[config.mk]
export PLATFORM = sky130hd
export DESIGN_NAME = sysid_checker_watchdog
export DESIGN_NICKNAME = d
export VERILOG_FILES = /design/src/rtl/sysid_checker_watchdog.sv
export SDC_FILE = /design/constraint.sdc
export NUM_CORES = 1
export LEC_CHECK = 0
export ABC_AREA = 1
export CORE_UTILIZATION = 40
export CTS_BUF_LIST = sky130_fd_sc_hd__clkbuf_8
export DETAILED_ROUTE_END_ITERATION = 6
export DONT_BUFFER_PORTS = 1
export PLACE_DENSITY = 0.57
export SLEW_MARGIN = 5
export SYNTH_ARGS = -nofsm -noshare
export SYNTH_HDL_FRONTEND = slang
export SYNTH_SLANG_ARGS = --single-unit
[constraint.sdc]
create_clock -name clock -period 1.55 [get_ports clock]
set_clock_uncertainty 0.2 [all_clocks]
set_input_delay 0.2325 -clock clock [delete_from_list [all_inputs] [get_ports clock]]
set_output_delay 0.2325 -clock clock [all_outputs]
set_load 0.02 [all_outputs]
[src/rtl/sysid_checker_watchdog.sv]
// Loadable down-counter that flags the last allowed cycle of a bus read.
// Only instantiated when SYSID_CHECKER_TIMEOUT_EN is defined.
module sysid_checker_watchdog #(
  parameter int W = 16
) (
  input  logic         clock,
  input  logic         reset_n,
  input  logic         load,
  input  logic         en,
  input  logic [W-1:0] load_value,
  output logic         expired
);

  logic [W-1:0] count;
  logic [W-1:0] remaining;

  // A load arriving in a counting cycle already counts that cycle.
  always_comb begin
    remaining = load ? load_value : count;
    expired   = en && (remaining == W'(1));
  end

  always_ff @(posedge clock or negedge reset_n) begin
    if (!reset_n) begin
      count <= '0;
    end else if (en) begin
      count <= (remaining != '0) ? remaining - W'(1) : '0;
    end else if (load) begin
      count <= load_value;
    end
  end

endmodule

=== Word-level counts from Yosys, hierarchy flattened ===
Index checks and enable logic that the tools add are counted.

* Word-level logic and storage cells: 8
* Input bits: 20
* Output and inout port bits: 1
* Register bits after elaboration: 16

* Equal/unequal tests: 1
* Reduce and logical (&&, ||, !) cells: 2
* Mux-type cells: 3
* Add/subtract/negate cells: 1

{| class="wikitable"
|+ Operators with widths
! kind !! number
|-
| 2-to-1 mux 16 bit || 3
|-
| == test 16 x 1 -> 1 bit (second input constant) || 1
|-
| nonzero test 16 bit || 1
|-
| subtractor 16 x 1 -> 16 bit (second input constant) || 1
|-
| logical AND 1 bit || 1
|}

=== Logic depth before layout (Yosys ltp) ===
* Word-level depth: 4
* Depth in mapped cells: 14
* Gate-level depth less buffers: 12

=== Least setup slack after synthesis ===
No wires, ideal clock.

* Path kind: input to output
* From: in load
* To: out expired
* Required time: 1117 ps
* Path buffers: 2
* Setup slack: -263 ps
* Data arrival time: 1381 ps
* Stages on the path: 6
* Cell sequence: buf_6 -> buf_6 -> o21ai_1 -> nand3_1 -> nor2_4 -> nor3b_2

* Word-level cells in the longest chain between the ends: 3

{| class="wikitable"
|+ RTL lines
! what !! RTL line !! RTL
|-
| from (decl) || 8 || <nowiki>input logic load,</nowiki>
|-
| 2-to-1 mux 16 bit || -- ||
|-
| == test 16 x 1 -> 1 bit || 20 || <nowiki>expired = en && (remaining == W'(1));</nowiki>
|-
| logical AND 1 bit || 20 ||
|-
| to (decl) || 11 || <nowiki>output logic expired</nowiki>
|}

Every way passes these cells.

=== Final worst setup path ===
* From: reg count[8]
* To: out expired

* Word-level cells in the longest chain between the ends: 3

{| class="wikitable"
|+ RTL lines
! what !! RTL line !! RTL
|-
| from (decl) || 14 || <nowiki>logic [W-1:0] count;</nowiki>
|-
| from (signal assigned) || 27 || <nowiki>count <= (remaining != '0) ? remaining - W'(1) : '0;</nowiki>
|-
| from (signal assigned) || 29 || <nowiki>count <= load_value;</nowiki>
|-
| 2-to-1 mux 16 bit || -- ||
|-
| == test 16 x 1 -> 1 bit || 20 ||
|-
| logical AND 1 bit || 20 ||
|}

Every way passes these cells.

==> qor.tcl <==
set qor(timing.critical_path.arrival_ns) 1.42
set qor(vias_per_cell) 4.83
set qor(yosys.cell_types.count) 22
set qor(grt_pass1_wl_mm) 5.53
set qor(critPathSlowestCell) {sky130_fd_sc_hd__dfrtp_1}
set qor(timing.critical_path.from_type) {flip-flop}
set qor(nNetsFinal) 258
set qor(violations) {setup timing}
set qor(reg2reg_to) {count[12]$_DFF_PN0_}
set qor(leakagePower_nw) 0.996
set qor(final_util_pct) 59.8
set qor(maximum_number_of_pins_on_one_net_before_global_route_repair) 29
set qor(dieArea_um2) 3570
set qor(irDropWorstVdd_mv) 0.368
set qor(drive_above_1_share_pct) 44.0
set qor(outcome) {finished with violations}
set qor(multiInputGateArea_um2) 948
set qor(hold_path_startpoint) {load}
set qor(synth_sequential_area_ratio_pct) 30.0
set qor(routability_congestion) 0.761
set qor(design_area_um2) 1860
set qor(inserted_clock_buffers) 3
set qor(cpMostUsedCell) {sky130_fd_sc_hd__nor2_4}
set qor(initial_utilization_pct) 43.0
set qor(ys_ff_latch) 16
set qor(post-route-period-util_pct) 120
set qor(sequential_cell_area_um2) 400
set qor(chipWidth_um) 59.7
set qor(synthesis.nets) 223
set qor(drt_first_pass_iters) 4
set qor(reg2reg_from) {count[1]$_DFF_PN0_}
set qor(critical_path.max_stage_delay_ns) 0.37
set qor(post_synth_simple_gate_area_pct) 48.1
set qor(rsz_0062_raised_after_global_routing) {true}
set qor(cell_count_after_placement) 260
set qor(drt_drc_violations_left) 0
set qor(ant_nets) 0
set qor(slew_violations) 0
set qor(clock_insertion_delay_worst_skew_ns) 0.25
set qor(drt_iter0_drc) 44
set qor(yosys-mux-area-fraction_pct) 0
set qor(timing.max_slew.rel_slack_pct) 46.9
set qor(reg.largest.list) {count: 16 flops}
set qor(finalWorstSetupSlack_ns) -0.304
set qor(grt_pass1_vias) 1294
set qor(fp.dieH_um) 59.7
set qor(end_kind) {output port}
set qor(cells_after_synth) 201
set qor(clock_sinks) 16
set qor(htree_levels) 1
set qor(synth.yosys.warnings) 0
set qor(io_buffer_count) 0
set qor(hpwlAfterDp_mm) 2.29
set qor(synthToLayoutAreaGrowth_pct) 39.2
set qor(synth-xor-area-share_pct) 1.97
set qor(dominant_combinational_cell_family_by_area_after_synthesis) {simple AND/OR/NAND/NOR gates}
set qor(path_clk_slew_ns) 0.07
set qor(layout_fillers) 302
set qor(global_route.usage.total_pct) 20.7
set qor(clk_root_buffer_cell) {sky130_fd_sc_hd__clkbuf_8}
set qor(period_needed_ns) 1.85
set qor(row_count) 20
set qor(drt_wl_total_mm) 3.32
set qor(grt_antenna_before_repair) 0
set qor(placedInstanceArea_um2) 1540
set qor(synth_compound_area_share_pct) 5.72
set qor(max-cap-violations) 0
set qor(synth-adder-area-share_pct) 1.88
set qor(io_pins) 21
set qor(fmaxAchievable_mhz) 539
set qor(min_delay_worst_endpoint) {count[1]$_DFF_PN0_}
set qor(setup_slack_reg_to_reg_ns) -0.17
set qor(route.vias.total) 1344
set qor(timing.final.setup_violations) 15
set qor(clockBufferDepth) 2
set qor(max_flop_register) {count}
set qor(power_density_nw_per_um2) 678
set qor(final_cells) 278
set qor(worst-setup-path-type) {flip-flop to output port}
set qor(hold_viol) 0
set qor(rr_worst_depth) 13
set qor(holdPathStages) 3
set qor(finalPower_mw) 1.26
set qor(path_cells) {nand2_1, nand2_2, nor2_4, nand3_2, nor2_4, nor3b_4}
set qor(avgRoutedWirePerCell_um) 12.0
set qor(tightestPinTransition_ns) 0.793
set qor(crit_fanout) 2
set qor(synth_area_um2) 1330
set qor(antenna_cells_inserted) 0
set qor(cp_data_required_time_ns) 1.12
set qor(worst_hold_path_type) {primary input to flip-flop}
set qor(largest_register_ffs) 16
set qor(syn_avg_cell_area_um2) 6.64
set qor(fp.coreArea_um2) 3100
set qor(tritoncts_clock_tree) {done}
set qor(grt-ovfl-total) 0
[power breakdown]
group / switching [mW] / internal (mW)
clock network: 0.147 / 0.172
registers: 0.0192 / 0.464
logic: 0.247 / 0.209
total: 0.413 / 0.846
[logic make-up after synthesis]
group,count (synthesis)
compound gates,13
simple gates,132
buf+inv,35
fa+ha+maj,2
xor+xnor,3
flops,16
[worst max-delay path, delay by kind of cell (launching register included)]
family	cells	cell delay [ns]
and+or+nand+nor	6	0.81
DFF	1	0.37
[layout by cell type, fill, tap and decap left out, types with 7 or more instances in the layout]
cell type | Yosys | layout
sky130_fd_sc_hd__buf_6 | 4 | 8
sky130_fd_sc_hd__buf_4 | 0 | 23
sky130_fd_sc_hd__nand2_2 | 10 | 22
sky130_fd_sc_hd__nand3_1 | 12 | 7
sky130_fd_sc_hd__nor2_2 | 5 | 11
sky130_fd_sc_hd__dfrtp_1 | 16 | 16
sky130_fd_sc_hd__inv_1 | 28 | 24
sky130_fd_sc_hd__nor2_1 | 25 | 18
sky130_fd_sc_hd__nand2_1 | 66 | 52
[final cells by class]
type	count	share of cell area, %
Clock buffer	3	2.22
Inverter	31	6.94
Multi-Input combinational cell	151	51.1
Sequential cell	16	21.6
Tap cell	44	2.96
Timing Repair Buffer	33	15.2
[per-stage QoR]
| stage | setup slack, ns | TNS (ns) | hold slack [ns] |
|---|---|---|---|
| finish | -0.304 | -2.35 | 0.0507 |
| global route | -0.362 | -3.74 | 0.0572 |
| CTS | -0.310 | -1.53 | 0.0406 |
| detailed placement | -0.124 | -1.61 | -0.263 |
| global placement | -0.0992 | -0.962 | -0.263 |
| floorplan | -0.177 | -1.99 | -0.263 |
[synth_stat cells]
library cell / n / area share (%)
sky130_fd_sc_hd__o21ai_1: 8 / 3.0
sky130_fd_sc_hd__nor2_2: 5 / 2.3
sky130_fd_sc_hd__nand3_1: 12 / 4.5
sky130_fd_sc_hd__o21ai_0: 3 / 1.1
sky130_fd_sc_hd__ha_1: 2 / 1.9
sky130_fd_sc_hd__buf_6: 4 / 3.4
sky130_fd_sc_hd__inv_2: 2 / 0.56
sky130_fd_sc_hd__nand4_1: 4 / 1.9
sky130_fd_sc_hd__o21ai_4: 1 / 1.2
sky130_fd_sc_hd__nor3b_2: 1 / 0.94
sky130_fd_sc_hd__nand3_2: 1 / 0.75
sky130_fd_sc_hd__inv_1: 28 / 7.9
sky130_fd_sc_hd__nand2_2: 10 / 4.7
sky130_fd_sc_hd__nor2_4: 4 / 3.4
sky130_fd_sc_hd__nand2_4: 3 / 2.5
sky130_fd_sc_hd__nor2_1: 25 / 7.0
sky130_fd_sc_hd__nand2_1: 66 / 19
sky130_fd_sc_hd__xor2_1: 3 / 2.0
sky130_fd_sc_hd__inv_4: 1 / 0.47
sky130_fd_sc_hd__a21oi_1: 1 / 0.37
sky130_fd_sc_hd__nor2_8: 1 / 1.5
sky130_fd_sc_hd__dfrtp_1: 16 / 30
[what timing repair did]
item | in CTS | in global routing
gates resized for setup | 10 | 37
hold endpoints to repair | 18 | 0
pin swaps | 4 | 25
hold buffers | 2 | 0
setup buffers | 7 | 7
setup endpoints to repair | 17 | 17
cloned | 0 | 1
[per-layer routing]
metal / wire length [um] / part of all wire [%] / global-route usage, % / vias up
li1: - / - / - / 676
met1: 1420 / 43 / 25.7 / 628
met2: 1690 / 51 / 37.3 / 29
met3: 126 / 3.8 / 2.60 / 11
met4: 84 / 2.5 / 5.98 / 0
met5: 0 / 0 / 0 / -
[worst max path at each step]
| stage | end | start | slack [ns] | cells past startpoint |
|---|---|---|---|---|
| floorplan | expired | load | -0.18 | 6 |
| finish | expired | count[8]$_DFF_PN0_ | -0.30 | 6 |
| detailed placement | count[12]$_DFF_PN0_ | count[0]$_DFF_PN0_ | -0.12 | 9 |
| global placement | expired | count[9]$_DFF_PN0_ | -0.1 | 6 |
| CTS | expired | count[8]$_DFF_PN0_ | -0.31 | 6 |
| global route | expired | count[13]$_DFF_PN0_ | -0.36 | 6 |
No activity file was read; power rests on OpenSTA's default activity.
==> edit (same settings) <==
The parameter `W` goes from 16 to 12.
--- a/src/rtl/sysid_checker_watchdog.sv
+++ b/src/rtl/sysid_checker_watchdog.sv
@@ -1,7 +1,7 @@
 // Loadable down-counter that flags the last allowed cycle of a bus read.
 // Only instantiated when SYSID_CHECKER_TIMEOUT_EN is defined.
 module sysid_checker_watchdog #(
-  parameter int W = 16
+  parameter int W = 12
 ) (
   input  logic         clock,
   input  logic         reset_n,
Ports: changed (resized load_value); port bits go from 21 to 17. The function was not compared with the original's and may differ.
==> edit against the unedited design <==
The run still ends with negative setup slack left. Worst setup slack got worse by 0.0076 ns. Wire length fell by 28%. Critical path depth rose by 1. Power fell by 15%. Synthesized area fell by 25%. Cell area fell by 25%. Sequential cell count fell by 4. Die area fell by 24%. Critical path type unchanged. Largest cell class unchanged. Highest routed layer unchanged.
==> edit: results (changes against the unedited design) <==
- Pre-CTS WS: -0.120 ns (was -0.124 ns)
- First-pass GRT wire length: 3950 µm (was 5530 µm)
- Nets: 199 (was 258)
- Largest regs: count x12 (was count x16)
- Most used DFF post-synth: dfrtp_1 (unchanged)
- H-tree levels: 1 (unchanged)
- Clk slew on worst S/H paths: 0.06 ns
- Gpl congestion: 0.844 (was 0.761)
- Post-route setup slack: -0.311 ns (was -0.304 ns)
- DRT Pass-1 Iters: 4 (unchanged)
- Worst-Skew Late Latency: 0.25 ns (about the same)
- Root Buffer Master: clkbuf_8 (unchanged)
- Synth warn: 0 (unchanged)
- Seq/Total Area, Yosys: 29.9% (was 30.0%)
- DP Wirelength: 1670 µm (was 2290 µm)
- Slew headroom: 60.5% (was 46.9%)
- Maximum VDD drop: 492 µV (was 368 µV)
- Syn_area_per_cell: 6.71 µm² (was 6.64 µm²)
- Post-route setup TNS: -0.985 ns (was -2.35 ns)
- Pleak: 0.784 nW (was 0.996 nW)
- Final setup viols: 11 (was 15)
- Syn_nets: 169 (was 223)
- Crit path largest cell delay: roughly 0.36 ns
- # port buffers: 0 (unchanged)
- Vias in the first global route: 912 (was 1294)
- WL final: 2380 µm (was 3320 µm)
- Clock Path Buffers: 2 (unchanged)
- Share of cells above drive strength 1: 43.0% (was 44.0%)
- Post-place instance area: 1190 µm² (was 1540 µm²)
- Non-Filler Instances: 207 (was 278)
- Via Count: 957 (was 1344)
- Netlist cell types: 23 (was 22)
- Antenna violations before repair: 0 (unchanged)
- Post-synthesis async set-or-reset flop share: 100% (unchanged)
- Failing checks: negative setup slack (unchanged)
- Pin count of the biggest net entering global routing: 15 (was 29)
- Num CTS Buffers: 3 (unchanged)
- Critical path peak fanout: 2 (unchanged)
- Slowest CP cell: dfrtp_1 (unchanged)
- Antenna diodes: 0 (unchanged)
- Hold crit path type: input port to register (unchanged)
- Total global routing track utilization: 20.3% (was 20.7%)
- Area contributors post-synth: dfrtp_1 30%, nand2_1 18%, inv_1 9.7% (was dfrtp_1 30%, nand2_1 19%, inv_1 7.9%)
- Most common library cells after synthesis: 47 x nand2_1, 26 x inv_1, 16 x nor2_1 (was 66 x nand2_1, 28 x inv_1, 25 x nor2_1)
- Status: finished with violations (unchanged)
- Initial DRC count: 13 (was 44)
==> edit: cell count changes after synthesis, moves of 2 or more <==
cell	unedited run	this run
xor2_1	3	1
nand4_1	4	0
inv_1	28	26
o21ai_1	8	2
buf_6	4	2
dfrtp_1	16	12
nand3_1	12	7
nand2_1	66	47
xnor2_1	0	2
nor2_1	25	16
==> edit: path summary, 6_finish.rpt <==
check	cells past startpoint	from	slack [ns]	to
worst max-delay path	7	count[5]	-0.31	expired
worst min-delay path	3	en	0.1	count[7]
worst max register to register	10	count[0]	-0.09	count[8]
worst min register to register	6	count[11]	0.56	count[11]
max in group asynchronous	1	reset_n	0.53	count[2]
min in group asynchronous	1	reset_n	0.23	count[9]
==> edit: power by group <==
part | total (mW) | leakage (nW) | switching (mW) | internal (mW)
clock | 0.358 | 0.0288 | 0.133 | 0.225
sequential | 0.361 | 0.135 | 0.0111 | 0.350
combinational | 0.349 | 0.620 | 0.183 | 0.165
total | 1.07 | 0.784 | 0.327 | 0.740
==> edit: area by class of cell <==
| type | count | area [µm²] |
|---|---|---|
| repair buffers | 28 | 219 |
| multi-input cells | 106 | 678 |
| fillers | 234 | 898 |
| well taps | 28 | 35.0 |
| clock buffers | 4 | 55.1 |
| flip-flops and latches | 12 | 300 |
| inverters | 29 | 111 |
==> edit: repair_timing <==
| item | CTS | global route |
|---|---|---|
| setup buffers | 1 | 6 |
| setup endpoints to repair | 13 | 13 |
| pin swaps | 2 | 14 |
| hold buffers | 2 | 0 |
| endpoints found under the hold margin | 14 | 0 |
| gates cloned | 0 | 0 |
| resized for setup | 7 | 22 |
==> edit: logic make-up (layout without fill, tap and decap cells) <==
logic type / after synthesis / after routing / synth area share (%)
fa+ha+maj: 3 / 3 / 3.73
buf+inv: 32 / 61 / 13.6
xor+xnor: 3 / 3 / 2.61
compound gates: 4 / 4 / 1.99
flops: 12 / 12 / 29.9
simple gates: 96 / 96 / 48.3
==> edit: layer usage <==
metal | vias to the layer above | part of all wire (%) | GRT usage [%]
li1 | 498 | - | -
met4 | 0 | 2.2 | 7.89
met3 | 6 | 2.0 | 2.63
met5 | - | 0 | 0
met1 | 438 | 45 | 26.3
met2 | 15 | 51 | 34.0
==> edit: worst max-delay path: cells and delay by family, from the launching register on <==
family,cells,cell delay [ns]
simple gates,6,0.76
flops,1,0.36
buf+inv,1,0.05
